### config.mk
export PLATFORM = sky130hd
export DESIGN_NAME = instr_fetch_unit_flat
export DESIGN_NICKNAME = d
export VERILOG_FILES = /design/src/rtl/instr_fetch_unit_pkg.sv /design/src/rtl/instr_fetch_unit_if.sv /design/src/rtl/instr_fetch_unit_slot_buffer.sv /design/src/rtl/instr_fetch_unit.sv /design/src/flat_wrapper.sv
export SDC_FILE = /design/constraint.sdc
export NUM_CORES = 1
export LEC_CHECK = 0
export ABC_AREA = 1
export BUFFER_PORTS_ARGS = -buffer_cell sky130_fd_sc_hd__buf_2
export CAP_MARGIN = 15
export CORE_MARGIN = 3
export CORE_UTILIZATION = 30
export CTS_CLUSTER_SIZE = 20
export DETAILED_ROUTE_END_ITERATION = 12
export SLEW_MARGIN = 0
export SYNTH_ARGS = -nofsm -noshare
export SYNTH_HDL_FRONTEND = slang
export SYNTH_HIERARCHICAL = 1
export SYNTH_SLANG_ARGS = --single-unit
### constraint.sdc
create_clock -name clk -period 3.3 [get_ports clk]
set_input_delay 0.165 -clock clk [delete_from_list [all_inputs] [get_ports clk]]
set_output_delay 0.165 -clock clk [all_outputs]
set_load 0.03 [all_outputs]
### src/rtl/instr_fetch_unit_pkg.sv
// Shared types and constants for the instruction fetch unit.
//   XLEN       : architectural register / address width
//   NOP_INSTR  : canonical RISC-V NOP (addi x0, x0, 0)
//   fetch_slot_t : one slot of the fetch buffer {pc, instr, filled, misalign}
package instr_fetch_unit_pkg;

    localparam int unsigned XLEN = 32;
    localparam logic [XLEN-1:0] NOP_INSTR = 32'h0000_0013;

    typedef struct packed {
        logic [XLEN-1:0] pc;
        logic [XLEN-1:0] instr;
        logic            filled;
        logic            misalign;
    } fetch_slot_t;

endpackage

### src/rtl/instr_fetch_unit_if.sv
// Bus bundle between the fetch unit and its neighbours (PC register, instruction
// memory, decode).
//   master : fetch unit side (drives pc_advance, imem_req_*, if_valid/pc/instr/misalign)
//   slave  : environment side (drives pc_in, flush, imem_req_ready, imem_rsp_*, if_ready)
interface instr_fetch_unit_if;
    import instr_fetch_unit_pkg::*;

    logic [XLEN-1:0] pc_in;
    logic            pc_advance;
    logic            flush;
    logic            imem_req_valid;
    logic            imem_req_ready;
    logic [XLEN-1:0] imem_req_addr;
    logic            imem_rsp_valid;
    logic [XLEN-1:0] imem_rsp_data;
    logic            if_valid;
    logic            if_ready;
    logic [XLEN-1:0] if_pc;
    logic [XLEN-1:0] if_instr;
    logic            if_misalign;

    modport master (
        input  pc_in, flush, imem_req_ready, imem_rsp_valid, imem_rsp_data, if_ready,
        output pc_advance, imem_req_valid, imem_req_addr, if_valid, if_pc, if_instr,
               if_misalign
    );

    modport slave (
        output pc_in, flush, imem_req_ready, imem_rsp_valid, imem_rsp_data, if_ready,
        input  pc_advance, imem_req_valid, imem_req_addr, if_valid, if_pc, if_instr,
               if_misalign
    );

endinterface

### src/rtl/instr_fetch_unit_slot_buffer.sv
// Circular slot buffer pairing each fetched PC with its instruction word.
//   clk, reset            : clock, async active-low reset
//   i_flush               : drop every slot and rewind all pointers
//   i_alloc/_pc/_misalign : claim slot[alloc] for a new PC (misaligned slots arrive filled)
//   i_fill/_instr         : write returned instruction into slot[fill]
//   i_fire                : decode consumed slot[rd]
//   o_count               : slots in use (alloc - rd)
//   o_outstanding         : slots awaiting memory data (alloc - fill)
//   o_head/_valid         : slot[rd] and whether it is ready for decode
module instr_fetch_unit_slot_buffer
    import instr_fetch_unit_pkg::*;
#(
    parameter int unsigned DEPTH = 4,
    localparam int unsigned AW = $clog2(DEPTH)
) (
    input  logic            clk,
    input  logic            reset,
    input  logic            i_flush,
    input  logic            i_alloc,
    input  logic [XLEN-1:0] i_alloc_pc,
    input  logic            i_alloc_misalign,
    input  logic            i_fill,
    input  logic [XLEN-1:0] i_fill_instr,
    input  logic            i_fire,
    output logic [AW:0]     o_count,
    output logic [AW:0]     o_outstanding,
    output logic            o_head_valid,
    output fetch_slot_t     o_head
);

    localparam logic [AW:0] PTR_ONE = (AW+1)'(1);

    fetch_slot_t r_slots [DEPTH];
    logic [AW:0] r_alloc_ptr;
    logic [AW:0] r_fill_ptr;
    logic [AW:0] r_rd_ptr;

    always_ff @(posedge clk or negedge reset) begin
        if (!reset) begin
            r_alloc_ptr <= '0;
            r_fill_ptr  <= '0;
            r_rd_ptr    <= '0;
            for (int i = 0; i < DEPTH; i++) begin
                r_slots[i] <= '{pc: '0, instr: NOP_INSTR, filled: 1'b0, misalign: 1'b0};
            end
        end else if (i_flush) begin
            r_alloc_ptr <= '0;
            r_fill_ptr  <= '0;
            r_rd_ptr    <= '0;
            for (int i = 0; i < DEPTH; i++) begin
                r_slots[i].filled <= 1'b0;
            end
        end else begin
            if (i_alloc) begin
                r_slots[r_alloc_ptr[AW-1:0]] <= '{pc: i_alloc_pc, instr: NOP_INSTR,
                                                  filled: i_alloc_misalign,
                                                  misalign: i_alloc_misalign};
                r_alloc_ptr <= r_alloc_ptr + PTR_ONE;
            end
            if (i_fill) begin
                r_slots[r_fill_ptr[AW-1:0]].instr  <= i_fill_instr;
                r_slots[r_fill_ptr[AW-1:0]].filled <= 1'b1;
            end
            // Misaligned inserts only happen with nothing outstanding, so fill steps past
            // them together with alloc and keeps pointing at the oldest unfilled slot.
            if (i_fill || (i_alloc && i_alloc_misalign)) begin
                r_fill_ptr <= r_fill_ptr + PTR_ONE;
            end
            if (i_fire) begin
                r_rd_ptr <= r_rd_ptr + PTR_ONE;
            end
        end
    end

    always_comb begin
        o_count       = r_alloc_ptr - r_rd_ptr;
        o_outstanding = r_alloc_ptr - r_fill_ptr;
        o_head        = r_slots[r_rd_ptr[AW-1:0]];
        o_head_valid  = o_head.filled && (r_rd_ptr != r_alloc_ptr);
    end

endmodule

### src/rtl/instr_fetch_unit.sv
// Fetch stage: issues in-order instruction memory reads for pc_in, buffers
// {pc, instr} pairs and hands them to decode over valid/ready.
//   clk, reset : clock, async active-low reset
//   fetch_if   : master side of instr_fetch_unit_if (PC, imem request/response, decode)
// Parameters: DEPTH slots (power of 2, >= 2); RESET_PC shown on if_pc while idle.
module instr_fetch_unit
    import instr_fetch_unit_pkg::*;
#(
    parameter int unsigned     DEPTH    = 4,
    parameter logic [XLEN-1:0] RESET_PC = 32'h0000_0000,
    localparam int unsigned    AW       = $clog2(DEPTH)
) (
    input  logic               clk,
    input  logic               reset,
    instr_fetch_unit_if.master fetch_if
);

    localparam logic [AW:0] FULL_CNT = (AW+1)'(DEPTH);

    logic [AW:0] w_count;
    logic [AW:0] w_outstanding;
    logic [AW:0] r_drop_cnt;
    logic [AW:0] w_drop_d;
    logic        w_space;
    logic        w_aligned;
    logic        w_req_valid;
    logic        w_accept;
    logic        w_mis_ins;
    logic        w_fill;
    logic        w_rsp_taken;
    logic        w_head_valid;
    logic        w_if_valid;
    logic        w_fire;
    fetch_slot_t w_head;

    always_comb begin
        // Gating with reset keeps request/advance low while reset is held.
        w_space     = reset && (w_count < FULL_CNT);
        w_aligned   = (fetch_if.pc_in[1:0] == 2'b00);
        w_req_valid = w_space && !fetch_if.flush && w_aligned;
        w_accept    = w_req_valid && fetch_if.imem_req_ready;
        // A misaligned PC waits until every earlier fetch has returned, keeping order.
        w_mis_ins   = w_space && !fetch_if.flush && !w_aligned && (w_outstanding == '0);
        w_fill      = fetch_if.imem_rsp_valid && (r_drop_cnt == '0) && (w_outstanding != '0)
                      && !fetch_if.flush;
        w_if_valid  = w_head_valid && !fetch_if.flush;
        w_fire      = w_if_valid && fetch_if.if_ready;

        // Each legal response retires one memory transaction, dropped or live.
        w_rsp_taken = fetch_if.imem_rsp_valid && ((r_drop_cnt != '0) || (w_outstanding != '0));
        w_drop_d    = r_drop_cnt;
        if (fetch_if.flush) begin
            w_drop_d = r_drop_cnt + w_outstanding - {{AW{1'b0}}, w_rsp_taken};
        end else if (fetch_if.imem_rsp_valid && (r_drop_cnt != '0)) begin
            w_drop_d = r_drop_cnt - (AW+1)'(1);
        end

        fetch_if.imem_req_valid = w_req_valid;
        fetch_if.imem_req_addr  = {fetch_if.pc_in[XLEN-1:2], 2'b00};
        fetch_if.pc_advance     = w_accept || w_mis_ins;
        fetch_if.if_valid       = w_if_valid;
        fetch_if.if_pc          = w_if_valid ? w_head.pc : RESET_PC;
        fetch_if.if_instr       = w_if_valid ? w_head.instr : NOP_INSTR;
        fetch_if.if_misalign    = w_if_valid && w_head.misalign;
    end

    always_ff @(posedge clk or negedge reset) begin
        if (!reset) begin
            r_drop_cnt <= '0;
        end else begin
            r_drop_cnt <= w_drop_d;
        end
    end

    instr_fetch_unit_slot_buffer #(
        .DEPTH (DEPTH)
    ) u_slot_buffer (
        .clk              (clk),
        .reset            (reset),
        .i_flush          (fetch_if.flush),
        .i_alloc          (fetch_if.pc_advance),
        .i_alloc_pc       (fetch_if.pc_in),
        .i_alloc_misalign (w_mis_ins),
        .i_fill           (w_fill),
        .i_fill_instr     (fetch_if.imem_rsp_data),
        .i_fire           (w_fire),
        .o_count          (w_count),
        .o_outstanding    (w_outstanding),
        .o_head_valid     (w_head_valid),
        .o_head           (w_head)
    );

    // A response with nothing outstanding and nothing to drop breaks the memory protocol.
    a_rsp_expected: assert property (@(posedge clk) disable iff (!reset)
        fetch_if.imem_rsp_valid |-> ((r_drop_cnt != '0) || (w_outstanding != '0)));

    a_drop_bounded: assert property (@(posedge clk) disable iff (!reset)
        r_drop_cnt <= FULL_CNT);

endmodule

### src/flat_wrapper.sv
// flat-port wrapper written by rule: the top's interface ports become plain ports
module instr_fetch_unit_flat import instr_fetch_unit_pkg::*;
#(
    parameter int unsigned     DEPTH    = 4,
    parameter logic [XLEN-1:0] RESET_PC = 32'h0000_0000,
    localparam int unsigned    AW       = $clog2(DEPTH)
)
  (clk, reset, fetch_if_pc_in, fetch_if_flush, fetch_if_imem_req_ready, fetch_if_imem_rsp_valid, fetch_if_imem_rsp_data, fetch_if_if_ready, fetch_if_pc_advance, fetch_if_imem_req_valid, fetch_if_imem_req_addr, fetch_if_if_valid, fetch_if_if_pc, fetch_if_if_instr, fetch_if_if_misalign);
  instr_fetch_unit_if fetch_if_i ();
  input  logic clk;
  input  logic reset;
  input wire logic [$bits(fetch_if_i.pc_in)-1:0] fetch_if_pc_in;
  input wire logic [$bits(fetch_if_i.flush)-1:0] fetch_if_flush;
  input wire logic [$bits(fetch_if_i.imem_req_ready)-1:0] fetch_if_imem_req_ready;
  input wire logic [$bits(fetch_if_i.imem_rsp_valid)-1:0] fetch_if_imem_rsp_valid;
  input wire logic [$bits(fetch_if_i.imem_rsp_data)-1:0] fetch_if_imem_rsp_data;
  input wire logic [$bits(fetch_if_i.if_ready)-1:0] fetch_if_if_ready;
  output wire logic [$bits(fetch_if_i.pc_advance)-1:0] fetch_if_pc_advance;
  output wire logic [$bits(fetch_if_i.imem_req_valid)-1:0] fetch_if_imem_req_valid;
  output wire logic [$bits(fetch_if_i.imem_req_addr)-1:0] fetch_if_imem_req_addr;
  output wire logic [$bits(fetch_if_i.if_valid)-1:0] fetch_if_if_valid;
  output wire logic [$bits(fetch_if_i.if_pc)-1:0] fetch_if_if_pc;
  output wire logic [$bits(fetch_if_i.if_instr)-1:0] fetch_if_if_instr;
  output wire logic [$bits(fetch_if_i.if_misalign)-1:0] fetch_if_if_misalign;
  assign fetch_if_i.pc_in = fetch_if_pc_in;
  assign fetch_if_i.flush = fetch_if_flush;
  assign fetch_if_i.imem_req_ready = fetch_if_imem_req_ready;
  assign fetch_if_i.imem_rsp_valid = fetch_if_imem_rsp_valid;
  assign fetch_if_i.imem_rsp_data = fetch_if_imem_rsp_data;
  assign fetch_if_i.if_ready = fetch_if_if_ready;
  assign fetch_if_pc_advance = fetch_if_i.pc_advance;
  assign fetch_if_imem_req_valid = fetch_if_i.imem_req_valid;
  assign fetch_if_imem_req_addr = fetch_if_i.imem_req_addr;
  assign fetch_if_if_valid = fetch_if_i.if_valid;
  assign fetch_if_if_pc = fetch_if_i.if_pc;
  assign fetch_if_if_instr = fetch_if_i.if_instr;
  assign fetch_if_if_misalign = fetch_if_i.if_misalign;
  instr_fetch_unit #(.DEPTH(DEPTH), .RESET_PC(RESET_PC)) u_core (.clk(clk), .reset(reset), .fetch_if(fetch_if_i));
endmodule
==> metrics.csv <==
metric,value,unit
drv_slew,0,
top_usage_layer,met2,
antenna_cells,0,
gp_congestion,0.814,
gr-usage-met2,27.0,%
grt_pass1_vias,12800,
finalCriticalPeriod,3.07,ns
fin_skew,0.00940,ns
syn2layout_area_growth,19.6,%
hold_viol,0,
nNetsFinal,2142,
final_cell_mix,"nand2_1 (524), inv_1 (270), dfrtp_1 (262)",
use_met1,20.8,%
dpl.hpwl,23.2,mm
synth.avg_cell_area,7.84,um2
post_drt_wl_per_cell,14.9,um
setup_viol,0,
synthesis.area,14900,um2
numCtsBuffers,31,
multiInputGateArea,5970,um2
drive_gt1_share,17.0,%
grt_max_degree,133,
post-cts-setup-buffers,0,
crit_chain,"buf_16, clkinv_2, nand2_1, nand3_1, nand2_1, nor2_2, nand2_8, nor2_1, buf_2",
cts_buffer_depth,3,
postRouteAntennaNets,0,
tns,0,ns
first_pass_iters,5,
cp-end-kind,primary output,
path_clk_slew,0.06,ns
crit_type,reg -> out,
leakagePower,8.98,nW
path_common_cell,nand2_1,
peakVddDrop,388,uV
die_area,52300,um2
setup.worst_path.start_class,register,
cts.htree.levels,1,
wirelength,40.6,mm
rows,80,
first_iter_violations,949,
gr-total-overflow,0,
yosysWarnings,6,
grt_first_pass_wirelength,67.8,mm
netlist_instances,1897,
drc_errors,0,
fin_crit_sh,93.1,%
cp.arrival,2.91,ns
grt_use_met3,2.29,%
cts_tree,yes,
drv_cap,0,
cts_sinks,276,
power,9.71,mW
p_per_area,546,nW/um2
vias_per_cell,4.62,
die_x,229,um
port_buffers,167,
slowest_stage,dfrtp_4,
slew_headroom,33.8,%
hold_class,in -> reg,
status,"complete, no violations",
nFillCells,4996,
clock_latency,0.57,ns
io-pin-count,170,
clockRootBuffer,clkbuf_16,
grt_usage,15.6,%
start_util,30.8,%
ff_latch_area,6930,um2
antenna_found_initial,0,
grt_setup_unrepaired,false,
final_common_cell,nand2_1,
crit_fanout,85,
worst_slew_pin_slew,0.992,ns
max_freq,326,MHz
fp.dieH,229,um
core,48300,um2
required,3.13,ns
vias,12596,
max_stage_delay,0.54,ns
-- per-layer routing --
metal / wire length (um) / vias to the layer above
met5: 0 / -
met4: 708 / 0
met3: 2290 / 49
met2: 19300 / 370
met1: 18300 / 6001
li1: - / 6176
-- area by class of cell --
cell class	instances	area share (%)
Clock buffer	42	4.87
Clock inverter	16	1.10
Inverter	277	5.88
Multi-Input combinational cell	1198	33.6
Sequential cell	276	38.9
Tap cell	656	4.61
Timing Repair Buffer	264	11.0
-- where the power goes --
group	switching [mW]	total (mW)	internal [mW]
registers	0.279	4.33	4.06
clock network	1.44	3.60	2.15
logic	1.10	1.78	0.679
total	2.82	9.71	6.89
-- critical path, delay by kind of cell (launching register included) --
kind                   cells  cell delay, ns
flip-flops                 1            0.54
AND/OR/NAND/NOR            6            1.08
buffers and inverters      3            0.68
-- what timing repair did --
action | 4_1_cts | 5_1_grt
endpoints found under the hold margin | 313 | 0
gates cloned | 1 | 0
resized for setup | 2 | 1
setup endpoints to repair | 42 | 2
hold buffers | 67 | 0
-- through the flow --
stage               setup slack (ns)  cell area [um2]  hold slack [ns]  std cells  util, %
floorplan                      0.227            14900           -0.131       1898        -
global placement               0.366            16000            0.137       2603     33.1
detailed placement             0.324            16000            0.148       2603     33.1
CTS                           0.0907            17800           0.0826       2729     36.8
global route                  0.0255            17800            0.155       2729     36.8
finish                         0.228            17800           0.0939       2729     36.8
-- worst paths after layout --
check / startpoint / end / slack, ns / cells past startpoint
setup / recovery: u_core/u_slot_buffer/r_rd_ptr[0] / fetch_if_if_misalign / 0.23 / 9
min in group asynchronous: reset / u_core/u_slot_buffer/r_slots[140] / 0.13 / 2
hold reg to reg: register / register / 0.49 / 2
hold / removal: fetch_if_if_ready / u_core/u_slot_buffer/r_rd_ptr[1] / 0.09 / 5
setup reg to reg: u_core/u_slot_buffer/r_alloc_ptr[0] / u_core/r_drop_cnt[2] / 0.31 / 18
max in group asynchronous: reset / u_core/u_slot_buffer/r_rd_ptr[0] / 1.66 / 3
No activity file was read; power rests on OpenSTA's default activity.
